**config.mk**
```make
export PLATFORM = sky130hd
export DESIGN_NAME = tff_toggle_arbiter
export DESIGN_NICKNAME = d
export VERILOG_FILES = /design/src/rtl/tff_toggle_arbiter.sv
export SDC_FILE = /design/constraint.sdc
export NUM_CORES = 1
export LEC_CHECK = 0
export ABC_AREA = 1
export BUFFER_PORTS_ARGS = -buffer_cell sky130_fd_sc_hd__buf_2
export CAP_MARGIN = 20
export CORE_MARGIN = 2
export CORE_UTILIZATION = 45
export CTS_CLUSTER_DIAMETER = 150
export DETAILED_ROUTE_END_ITERATION = 8
export PLACE_DENSITY = 0.75
export SLEW_MARGIN = 20
export SYNTH_ARGS = -nofsm -noshare
export SYNTH_HDL_FRONTEND = slang
export SYNTH_SLANG_ARGS = --single-unit
```
**constraint.sdc**
```tcl
create_clock -name clk -period 3.5 [get_ports clk]
set_input_delay 0.35 -clock clk [delete_from_list [all_inputs] [get_ports clk]]
set_output_delay 0.35 -clock clk [all_outputs]
set_load 0.02 [all_outputs]
```
**src/rtl/tff_toggle_arbiter.sv**
```systemverilog
// Bank of WIDTH toggle flip-flops shared by NREQ requesters through a round-robin arbiter.
// At most one grant per clock; the winner's mask is XOR-applied to the bank.
module tff_toggle_arbiter #(
  parameter int NREQ  = 4,
  parameter int WIDTH = 8,
  parameter int CNTW  = 16
) (
  input  logic                  clk,
  input  logic                  rstn,
  input  logic                  clr,
  input  logic [NREQ-1:0]       req,
  input  logic [NREQ*WIDTH-1:0] mask,
  output logic [NREQ-1:0]       gnt,
  output logic [WIDTH-1:0]      q,
  output logic                  busy,
  output logic [CNTW-1:0]       toggle_cnt
);

  localparam int IDXW = (NREQ > 1) ? $clog2(NREQ) : 1;

  logic [WIDTH-1:0] bank_q, bank_d;
  logic [NREQ-1:0]  gnt_q, gnt_d;
  logic [IDXW-1:0]  ptr_q, ptr_d;
  logic [CNTW-1:0]  cnt_q, cnt_d;

  logic [NREQ-1:0]  eligible;
  logic [WIDTH-1:0] req_mask [NREQ];

  generate
    for (genvar gi = 0; gi < NREQ; gi++) begin : g_req
      assign req_mask[gi] = mask[gi*WIDTH +: WIDTH];
      assign eligible[gi] = req[gi] & ~gnt_q[gi];
    end
  endgenerate

  // Rotating search from ptr; the wrap subtracts NREQ so non-power-of-two NREQ works.
  logic             found;
  logic [IDXW-1:0]  win;
  logic [IDXW-1:0]  idx;
  logic [IDXW:0]    idx_w;
  logic [WIDTH-1:0] win_mask;

  always_comb begin
    found    = 1'b0;
    win      = '0;
    idx      = '0;
    idx_w    = '0;
    win_mask = '0;
    for (int k = 0; k < NREQ; k++) begin
      idx_w = {1'b0, ptr_q} + (IDXW+1)'(k);
      if (idx_w >= (IDXW+1)'(NREQ)) begin
        idx_w = idx_w - (IDXW+1)'(NREQ);
      end
      idx = idx_w[IDXW-1:0];
      if (!found && eligible[idx]) begin
        found    = 1'b1;
        win      = idx;
        win_mask = req_mask[idx];
      end
    end
  end

  always_comb begin
    bank_d = bank_q;
    gnt_d  = '0;
    ptr_d  = ptr_q;
    cnt_d  = cnt_q;
    if (clr) begin
      // Requests stay pending; the pointer keeps its place in the rotation.
      bank_d = '0;
      cnt_d  = '0;
    end else if (found) begin
      gnt_d[win] = 1'b1;
      bank_d     = bank_q ^ win_mask;
      ptr_d      = (win == IDXW'(NREQ-1)) ? '0 : win + IDXW'(1);
      if ((|win_mask) && (cnt_q != '1)) begin
        cnt_d = cnt_q + CNTW'(1);
      end
    end
  end

  always_ff @(posedge clk or negedge rstn) begin
    if (!rstn) begin
      bank_q <= '0;
      gnt_q  <= '0;
      ptr_q  <= '0;
      cnt_q  <= '0;
    end else begin
      bank_q <= bank_d;
      gnt_q  <= gnt_d;
      ptr_q  <= ptr_d;
      cnt_q  <= cnt_d;
    end
  end

  assign gnt        = gnt_q;
  assign q          = bank_q;
  assign toggle_cnt = cnt_q;
  assign busy       = |(req & ~gnt_q);

endmodule

```
==> metrics.md, run 1 <==
| Metric | Value |
|---|---|
| Routed wire length | `7.66 mm` |
| Core ar. | `6680 um2` |
| Critical Path End Type | `flip-flop` |
| Cell with the most instances after synthesis | `nand2_1` |
| Unique masters post-synth | `32` |
| CTS tree | `done` |
| Post_cts resized | `0` |
| Switching share of power | `58.2%` |
| Routed len/inst | `12.2 um` |
| Hold Vio Cnt, Final | `0` |
| N_diodes | `0` |
| I/O Pins | `68` |
| Setup TNS | `0 ns` |
| Min Hold Slack | `0.0999 ns` |
| Num CTS Buffers | `5` |
| Clock Tree Root | `clkbuf_8` |
| VDD IR max | `0.422 mV` |
| Slew Viols, Final | `0` |
| Worst r2r src | `ptr_q[1]` |
| Area added between synthesis and finish | `12.4%` |
| Core Rows | `30` |
| P_leak | `0.00200 uW` |
| Max Root-Sink Buffers | `2` |
| Hpwl dp | `5.64 mm` |
| Startpoint Class | `flip-flop` |
| Ranking of synthesized cells by area | `dfrtp_1 25%, nand2_1 22%, inv_1 6.0%` |
| CTS sink cnt | `30` |
| Endpoints failing setup | `0` |
| Later-pin clock latency in the skew report | `0.28 ns` |
| Synth Warn # | `0` |
| Via density per instance | `5.08` |
| Register area share after synthesis | `24.5%` |
| RSZ-0062 raised after global routing | `false` |
| Type of the worst min-delay path | `in -> async` |
| Sequential Power Share | `16.6%` |
| H-tree depth | `2` |
| Mean post-synth cell area | `6.19 um2` |
| Psw | `1810 uW` |
| Final net count | `593` |
| GRT busiest layer | `met2` |
| Leading area contributor after synthesis | `dfrtp_1` |
| Final core area utilization | `51.5%` |
| Area of the multi-input gates | `1900 um2` |
| Initial cell density of the core | `45.8%` |
| Die height | `86.5 um` |
| # hold bufs at CTS | `0` |
| PwrDens | `903 nW/um2` |
| # DRC | `0` |
| Initial drt markers | `124` |
| R2R Path End | `ptr_q[1]` |
| Maxcap violations | `0` |
| Min Clock Period, post-route | `3.06 ns` |
| Main synth FF type | `dfrtp_1` |
| FF/Latch Area | `751 um2` |
| Initial antenna violation count | `0` |
| Initial DRT Pass Iterations | `5` |
| Dpl cells | `621` |
| Synthesized area | `3060 um2` |
| Crit Path Max Fanout | `22` |
| #FFs+latches synth | `30` |
| Layout Cells excl Fill | `630` |
| Flop2flop setup slack | `0.44 ns` |
| Critical Path RT | `3.65 ns` |
| Met1 Use GR | `27.9%` |
| Largest net degree at the start of global routing | `45` |
| GR Overflow Total | `0` |
| Layout cells sized above 1 | `22.7%` |
| Die Footprint | `7480 um2` |
| Clk_skew | `0.00508 ns` |
| Post-CTS Setup Inserts | `0` |
| Horiz. Die Dim | `86.5 um` |
| Worst-path clk slew | `0.07 ns` |
| Vias in the first global route | `2923` |
| Fillcell total | `702` |
| Status | `complete, no violations` |
| Met3 usage | `3.62%` |
| Antenna Violating Nets Remaining | `0` |
| Critical path class | `reg -> reg` |
| Synth Instances | `495` |
| Logic pwr share | `73.9%` |
| Actual slew at the worst max-slew pin | `0.681 ns` |
| Worst Reg-to-Reg Cells | `14` |
| Placer Congestion | `0.874` |
| Met2 Use GR | `36.3%` |
| Total Routing Usage GR | `21.1%` |
| Via count | `3203` |
| Pint | `1300 uW` |
| Async set or reset register ratio after synthesis | `100%` |
| Fmax | `327 MHz` |
| Tcrit/Tclk final | `87.4%` |
| Synth top area share | `24.5%` |
| Clk pwr share | `9.5%` |
| First-pass GRT wire length | `12.9 mm` |
| Syn Nets | `539` |
| Number of flops mapped to enable cells by yosys | `0` |
| Synth cell count leaders | `176 x nand2_1, 49 x inv_1, 34 x nor2_1` |
| Worst slew margin | `54.6%` |
| Port-buffer cells | `67` |
| CP arrival | `3.21 ns` |
## critical path, cell delays in order (launching register included)
cell	delay, ns
dfrtp_1	0.60
inv_2	0.35
nand2_1	0.15
nand2_4	0.19
nand3_1	0.11
nand2_2	0.12
nand2_1	0.11
nor2_4	0.19
mux2_2	0.35
nand2_1	0.05
o21ai_0	0.18
inv_1	0.13
ha_1	0.24
nand2_1	0.06
o21ai_0	0.07
## metrics by stage
step / instance area, um2 / total power [uW] / worst slack (ns)
3_3_place_gp: 3340 / 2750 / 0.653
5_1_grt: 3440 / 3470 / 0.190
2_1_floorplan: 3060 / 2490 / 1.34
6_report: 3440 / 3110 / 0.440
3_5_place_dp: 3340 / 2800 / 0.507
4_1_cts: 3430 / 3110 / 0.475
## placed cells by master, fill, tap and decap left out, drive strengths merged
cell type and instances:
mux2 1, nor3 3, clkinv 3, o22ai 2, nand2 184, clkbuf 7, xor2 13, buf 71
xnor2 2, dfrtp 30, inv 59, ha 5, nand3 46, nand3b 1, o21ai 54, o21a 1
nor2 45, a21oi 3, a31o 1, nand4 19
## cell type report
class                   instances  share of cell area [%]
well taps                      80                    2.91
flip-flops and latches         30                    21.8
clock inverters                 1                   0.145
clock buffers                   7                    2.51
multi-input cells             380                    55.3
repair buffers                 71                    10.7
inverters                      61                    6.65
## routing by layer
layer	wire, um	vias to the layer above
met5	0	-
met4	84	0
met3	311	11
met2	3650	71
met1	3620	1453
li1	-	1668
## worst max path at each step
stage	slack (ns)	start	end	depth (start not counted)
after CTS	0.47	ptr_q[1]	ptr_q[1]	14
after floorplan	1.34	ptr_q[0]	ptr_q[1]	14
after global routing	0.19	ptr_q[1]	toggle_cnt[5]	17
final	0.44	ptr_q[1]	ptr_q[1]	14
after global placement	0.65	ptr_q[1]	toggle_cnt[3]	17
after detailed placement	0.51	ptr_q[1]	ptr_q[1]	14
## power groups by stage
stage               registers (uW)  logic (uW)  clock network, uW
detailed placement             520        2280                  0
global placement               517        2230                  0
CTS                            515        2300                297
floorplan                      539        1950                  0
global route                   531        2630                311
finish                         515        2300                295
## cell families after synthesis
logic type / count (synthesis) / synth area share (%)
AOI/OAI and AO/OA: 61 / 10.4
and+or+nand+nor: 298 / 45.1
adders and majority gates: 5 / 2.04
muxes: 1 / 0.368
DFF: 30 / 24.5
buffers and inverters: 85 / 13.4
xor gates and xnor gates: 15 / 4.29
## sequential cells by signal (all words and copies together), names as in the netlist
signal	flops
ptr_q	2
q	8
toggle_cnt	16
gnt	4
No activity file was read; power rests on OpenSTA's default activity.
==> run 2, diff against run 1 <==
BUFFER_PORTS_ARGS = unset   (was -buffer_cell sky130_fd_sc_hd__buf_2)
DONT_BUFFER_PORTS = 1   (was unset)
GPL_TIMING_DRIVEN = 0   (was unset)
PLACE_DENSITY = 0.67   (was 0.75)
==> metrics.md, run 2 (same netlist as run 1, synthesis figures left out) <==
| Metric | Value |
|---|---|
| Status | `complete, no violations (unchanged)` |
| CTS sink cnt | `30 (unchanged)` |
| DP Area | `3160 um2 (was 3340 um2)` |
| RSZ-0062 raised after global routing | `false (unchanged)` |
| CTS tree | `done (unchanged)` |
| CP arrival | `2.81 ns (was 3.21 ns)` |
| PwrDens | `1000 nW/um2 (was 903 nW/um2)` |
| P_leak | `0.00180 uW (was 0.00200 uW)` |
| Max Root-Sink Buffers | `2 (unchanged)` |
| Largest net degree at the start of global routing | `31 (was 45)` |
| Initial cell density of the core | `45.8% (unchanged)` |
| Die Footprint | `7480 um2 (unchanged)` |
| Port-buffer cells | `0 (was 67)` |
| Core ar. | `6680 um2 (unchanged)` |
| Most common cell after layout, fill and taps aside | `nand2_1 (unchanged)` |
| Crit Path Max Fanout | `10 (was 22)` |
| Min Hold Slack | `0.402 ns (was 0.0999 ns)` |
| Routed len/inst | `13.8 um (was 12.2 um)` |
| Later-pin clock latency in the skew report | `0.29 ns (was 0.28 ns)` |
| Post_cts resized | `0 (unchanged)` |
| Min Clock Period, post-route | `2.63 ns (was 3.06 ns)` |
| Core Rows | `30 (unchanged)` |
| Routed wire length | `8.06 mm (was 7.66 mm)` |
| Maxcap violations | `0 (unchanged)` |
| Initial antenna violation count | `0 (unchanged)` |
| Total Routing Usage GR | `22.1% (was 21.1%)` |
| Hold Vio Cnt, Final | `0 (unchanged)` |
| Met1 Use GR | `30.4% (was 27.9%)` |
| Num CTS Buffers | `5 (unchanged)` |
| First-pass GRT wire length | `13.3 mm (was 12.9 mm)` |
| H-tree depth | `2 (unchanged)` |
| Type of the worst min-delay path | `in -> reg (was in -> async)` |
| Tcrit/Tclk final | `75.3% (was 87.4%)` |
| Clock Tree Root | `clkbuf_8 (unchanged)` |
| Vias in the first global route | `2898 (was 2923)` |
| Via count | `3136 (was 3203)` |
| Area added between synthesis and finish | `7.23% (was 12.4%)` |
| Most frequent cells in the layout | `176 x nand2_1, 49 x inv_1, 34 x nor2_1 (was 176 x nand2_1, 67 x buf_2, 49 x inv_1)` |
| Layout Cells excl Fill | `585 (was 630)` |
| Design area | `3280 um2 (was 3440 um2)` |
| Via density per instance | `5.36 (was 5.08)` |
| Dpl cells | `575 (was 621)` |
| Max reg flops | `16 (unchanged)` |
| Startpoint Class | `flip-flop (unchanged)` |
| CP peak stage delay | `0.55 ns (was 0.60 ns)` |
| Placer Congestion | `0.896 (was 0.874)` |
| Crit path cell chain | `ha_1 > nand4_1 > nor2_1 > nand4_1 > inv_1 > nand2_1 > nor2_1 > nand3_1 > nand2_1 > inv_2 > clkbuf_1 > nand3_1 > nand2_1 (was inv_2 > nand2_1 > nand2_4 > nand3_1 > nand2_2 > nand2_1 > nor2_4 > mux2_2 > nand2_1 > o21ai_0 > inv_1 > ha_1 > nand2_1 > o21ai_0)` |
| Critical path class | `reg -> reg (unchanged)` |
| Antenna Violating Nets Remaining | `0 (unchanged)` |
| Actual slew at the worst max-slew pin | `0.509 ns (was 0.681 ns)` |
| Critical Path Most Common Cell | `nand2_1 (unchanged)` |
| Fmax | `380 MHz (was 327 MHz)` |
| Initial drt markers | `210 (was 124)` |
| Post-CTS Setup Inserts | `0 (unchanged)` |
| # hold bufs at CTS | `2 (was 0)` |
| Worst slew margin | `66.0% (was 54.6%)` |
| Slew Viols, Final | `0 (unchanged)` |
| Setup TNS | `0 ns (unchanged)` |
| Final net count | `548 (was 593)` |
| GRT busiest layer | `met2 (unchanged)` |
| N_diodes | `0 (unchanged)` |
| # DRC | `0 (unchanged)` |
| Initial DRT Pass Iterations | `5 (unchanged)` |
| I/O Pins | `68 (unchanged)` |
| Met3 usage | `4.95% (was 3.62%)` |
| Die height | `86.5 um (unchanged)` |
| Total power | `3290 uW (was 3110 uW)` |
| Endpoints failing setup | `0 (unchanged)` |
| Worst-path clk slew | `0.06 ns (was 0.07 ns)` |
| Clk_skew | `0.00324 ns (was 0.00508 ns)` |
| Critical Path End Type | `flip-flop (unchanged)` |
| VDD IR max | `0.461 mV (was 0.422 mV)` |
| Layout cells sized above 1 | `14.5% (was 22.7%)` |
| Hpwl dp | `6.11 mm (was 5.64 mm)` |
| Met2 Use GR | `35.5% (was 36.3%)` |
| Horiz. Die Dim | `86.5 um (unchanged)` |
| Critical Path RT | `3.68 ns (was 3.65 ns)` |
| Slowest stage cell, crit path | `dfrtp_1 (unchanged)` |
| GR Overflow Total | `0 (unchanged)` |
[run 2: final timing paths]
path,startpoint,endpoint,slack [ns],depth (start not counted)
max in group asynchronous,rstn,gnt[2],2.83,2
worst max-delay path,toggle_cnt[0],toggle_cnt[5],0.87,13
min in group asynchronous,rstn,toggle_cnt[12],0.51,2
worst min-delay path,clr,q[1],0.40,2
worst max register to register,toggle_cnt[0],toggle_cnt[5],0.87,13
worst min register to register,toggle_cnt[12],toggle_cnt[12],0.68,2
[run 2: critical path: cells and delay by family, from the launching register on]
kind	cells	cell delay [ns]
AND/OR/NAND/NOR	9	1.26
adder cells (fa/ha/maj)	1	0.27
flip-flops	1	0.55
buffers and inverters	3	0.45
[run 2: per-stage QoR]
stage	util [%]	worst slack, ns
CTS	49.2	0.918
global route	49.2	0.621
global placement	47.3	0.946
finish	49.2	0.865
detailed placement	47.3	0.939
floorplan	-	1.34
[run 2: power by group]
part / switching [uW] / leakage (uW) / total [uW] / internal, uW
Sequential: 135 / 0.000404 / 554 / 419
Combinational: 1620 / 0.00134 / 2450 / 832
Clock: 131 / 0.0000482 / 289 / 158
[run 2: area by class of cell]
class	instances	area (um2)
timing repair buffer	2	30.0
inverter	61	229
sequential	30	751
fill	692	3400
buffer	24	180
multi-input combinational	380	1900
tap	80	100
clock buffer	7	86.3
clock inverter	1	5.00
[run 2: layer usage]
metal / vias up / share of wire, %
met1: 1433 / 46
li1: 1586 / -
met5: - / 0
met2: 107 / 46
met3: 10 / 7.5
met4: 0 / 0.93
==> run 3, diff against run 2 <==
PLACE_DENSITY = 0.69   (was 0.67)
clock period = 2.3 ns   (was 3.5 ns; I/O delays follow)
==> metrics.md, run 3 (same netlist as run 1, synthesis figures left out) <==
| Metric | Value |
|---|---|
| Critical Path End Type | `flip-flop (unchanged)` |
| Top delay family on crit path | `simple AND/OR/NAND/NOR gates (unchanged)` |
| Port-buffer cells | `0 (unchanged)` |
| Hold Vio Cnt, Final | `0 (unchanged)` |
| N_diodes | `0 (unchanged)` |
| Placer Congestion | `0.972 (was 0.896)` |
| Crit path capture | `toggle_cnt[9] (was toggle_cnt[5])` |
| Status | `complete, no violations (unchanged)` |
| VDD IR max | `0.838 mV (was 0.461 mV)` |
| Horiz. Die Dim | `86.5 um (unchanged)` |
| Fillcell total | `631 (was 692)` |
| First-pass GRT wire length | `13.6 mm (was 13.3 mm)` |
| Critical Path RT | `2.47 ns (was 3.68 ns)` |
| Core Rows | `30 (unchanged)` |
| Crit Path Max Fanout | `9 (was 10)` |
| Initial antenna violation count | `0 (unchanged)` |
| Largest net degree at the start of global routing | `31 (unchanged)` |
| Total Routing Usage GR | `22.6% (was 22.1%)` |
| Worst slew margin | `66.0% (about the same)` |
| Type of the worst min-delay path | `in -> reg (unchanged)` |
| Startpoint Class | `flip-flop (unchanged)` |
| P_leak | `0.00199 uW (was 0.00180 uW)` |
| Via count | `3375 (was 3136)` |
| Slowest stage cell, crit path | `dfrtp_2 (was dfrtp_1)` |
| Routed wire length | `9.38 mm (was 8.06 mm)` |
| Setup TNS | `0 ns (unchanged)` |
| Crit path cell chain | `buf_6 > nand2_1 > nand2_4 > nand3_2 > nand2_2 > buf_4 > nand4_4 > nor2_1 > nor2_4 > nand2_2 > nor2_4 > nand2_4 > nand2_8 > clkbuf_16 > nand3_2 > nand2_1 (was ha_1 > nand4_1 > nor2_1 > nand4_1 > inv_1 > nand2_1 > nor2_1 > nand3_1 > nand2_1 > inv_2 > clkbuf_1 > nand3_1 > nand2_1)` |
| # DRC | `0 (unchanged)` |
| PwrDens | `1710 nW/um2 (was 1000 nW/um2)` |
| Die height | `86.5 um (unchanged)` |
| Worst Path Buf+Inv | `3 (unchanged)` |
| Initial DRT Pass Iterations | `5 (unchanged)` |
| Worst-path clk slew | `0.06 ns (about the same)` |
| CTS sink cnt | `30 (unchanged)` |
| Most frequent cells in the layout | `163 x nand2_1, 47 x inv_1, 31 x nor2_1 (was 176 x nand2_1, 49 x inv_1, 34 x nor2_1)` |
| Critical path class | `reg -> reg (unchanged)` |
| Vias in the first global route | `2866 (was 2898)` |
| CP arrival | `2.46 ns (was 2.81 ns)` |
| CP peak stage delay | `0.41 ns (was 0.55 ns)` |
| Fmax | `437 MHz (was 380 MHz)` |
| Min Clock Period, post-route | `2.29 ns (was 2.63 ns)` |
| Worst r2r src | `ptr_q[0] (was toggle_cnt[0])` |
| Worst Reg-to-Reg Cells | `16 (was 13)` |
| DP Area | `3160 um2 (unchanged)` |
| Final net count | `575 (was 548)` |
| Actual slew at the worst max-slew pin | `0.511 ns (was 0.509 ns)` |
| Later-pin clock latency in the skew report | `0.28 ns (was 0.29 ns)` |
| Initial drt markers | `318 (was 210)` |
| Antenna Violating Nets Remaining | `0 (unchanged)` |
| Clock Tree Root | `clkbuf_8 (unchanged)` |
| Hpwl dp | `6.14 mm (was 6.11 mm)` |
| Endpoints failing setup | `0 (unchanged)` |
| Flop2flop setup slack | `0.01 ns (was 0.87 ns)` |
| Clk_skew | `0.00442 ns (was 0.00324 ns)` |
| Final core area utilization | `56.6% (was 49.2%)` |
| Die Footprint | `7480 um2 (unchanged)` |
| Most common cell after layout, fill and taps aside | `nand2_1 (unchanged)` |
| Layout cells sized above 1 | `26.9% (was 14.5%)` |
| H-tree depth | `2 (unchanged)` |
| Area added between synthesis and finish | `23.5% (was 7.23%)` |
| Tcrit/Tclk final | `99.5% (was 75.3%)` |
| GR Overflow Total | `0 (unchanged)` |
| Crit path from | `ptr_q[0] (was toggle_cnt[0])` |
| RSZ-0062 raised after global routing | `true (was false)` |
| Max reg flops | `16 (unchanged)` |
| Initial cell density of the core | `45.8% (unchanged)` |
| Worst path depth | `16 (was 13)` |
| Via density per instance | `5.51 (was 5.36)` |
| Num CTS Buffers | `5 (unchanged)` |
| Max Root-Sink Buffers | `2 (unchanged)` |
| Routed len/inst | `15.3 um (was 13.8 um)` |
| Slew Viols, Final | `0 (unchanged)` |
| Maxcap violations | `0 (unchanged)` |
| R2R Path End | `toggle_cnt[9] (was toggle_cnt[5])` |
| Core ar. | `6680 um2 (unchanged)` |
| Design area | `3780 um2 (was 3280 um2)` |
| I/O Pins | `68 (unchanged)` |
| CTS tree | `done (unchanged)` |
## run 3: cell types whose count changed in the layout (fill, tap and decap cells not counted), moves of 5 or more
cell	change
dfrtp_2	+9
nand2_1	-13
buf_4	+24
o21ai_2	+7
nand2_2	+10
dfrtp_1	-9
nand3_1	-5
o21ai_0	-11
## run 3: layout make-up
| class | count | area (um2) | share of cell area, % |
|---|---|---|---|
| Clock inverter | 1 | 5.00 | 0.132 |
| Inverter | 61 | 239 | 6.32 |
| Clock buffer | 7 | 86.3 | 2.28 |
| Buffer | 24 | 238 | 6.29 |
| Sequential cell | 30 | 762 | 20.1 |
| Timing Repair Buffer | 28 | 273 | 7.21 |
| Multi-Input combinational cell | 381 | 2080 | 55.0 |
| Tap cell | 80 | 100 | 2.65 |
## run 3: report_power, final
part           switching (uW)  total, uW  internal [uW]
Combinational            3000       5140           2140
Sequential                227        876            648
Clock                     196        437            241
## run 3: worst min-delay path by stage
stage | startpoint | end | depth (start not counted)
after floorplan | rstn | gnt[0] | 0
after global placement | rstn | toggle_cnt[11] | 0
after detailed placement | rstn | toggle_cnt[11] | 0
after CTS | clr | q[1] | 2
after global routing | clr | q[0] | 2
final | clr | q[1] | 2
## run 3: worst reg2reg max path: stages (launching register included)
cell and delay [ns]:
dfrtp_2 0.41, buf_6 0.13, nand2_1 0.08, nand2_4 0.14, nand3_2 0.08, nand2_2 0.11
buf_4 0.13, nand4_4 0.19, nor2_1 0.24, nor2_4 0.06, nand2_2 0.09, nor2_4 0.05
nand2_4 0.10, nand2_8 0.09, clkbuf_16 0.17, nand3_2 0.06, nand2_1 0.06
## run 3: metal layers
metal	vias to the layer above	wire length (um)	part of all wire, %	global-route usage (%)
met5	-	0	0	0
met4	0	200	2.1	5.68
met3	20	665	7.1	5.90
met2	143	4480	48	33.8
met1	1563	4030	43	32.5
li1	1649	-	-	-
## run 3: repair_timing
action	4_1_cts	5_1_grt
setup endpoints to repair	21	21
endpoints found under the hold margin	30	0
hold buffers	2	0
gates resized for setup	19	70
cloned	0	4
pin swaps	6	20
setup buffers	11	12
## run 3: through the flow
step	std cells	power (uW)	setup WS, ns	hold slack, ns
floorplan	495	3780	0.142	-0.0656
global placement	575	4480	-0.243	-0.0650
detailed placement	575	4530	-0.251	-0.0650
CTS	596	5420	0.0130	0.325
global route	612	6970	-0.0914	0.348
finish	612	6450	0.0125	0.308
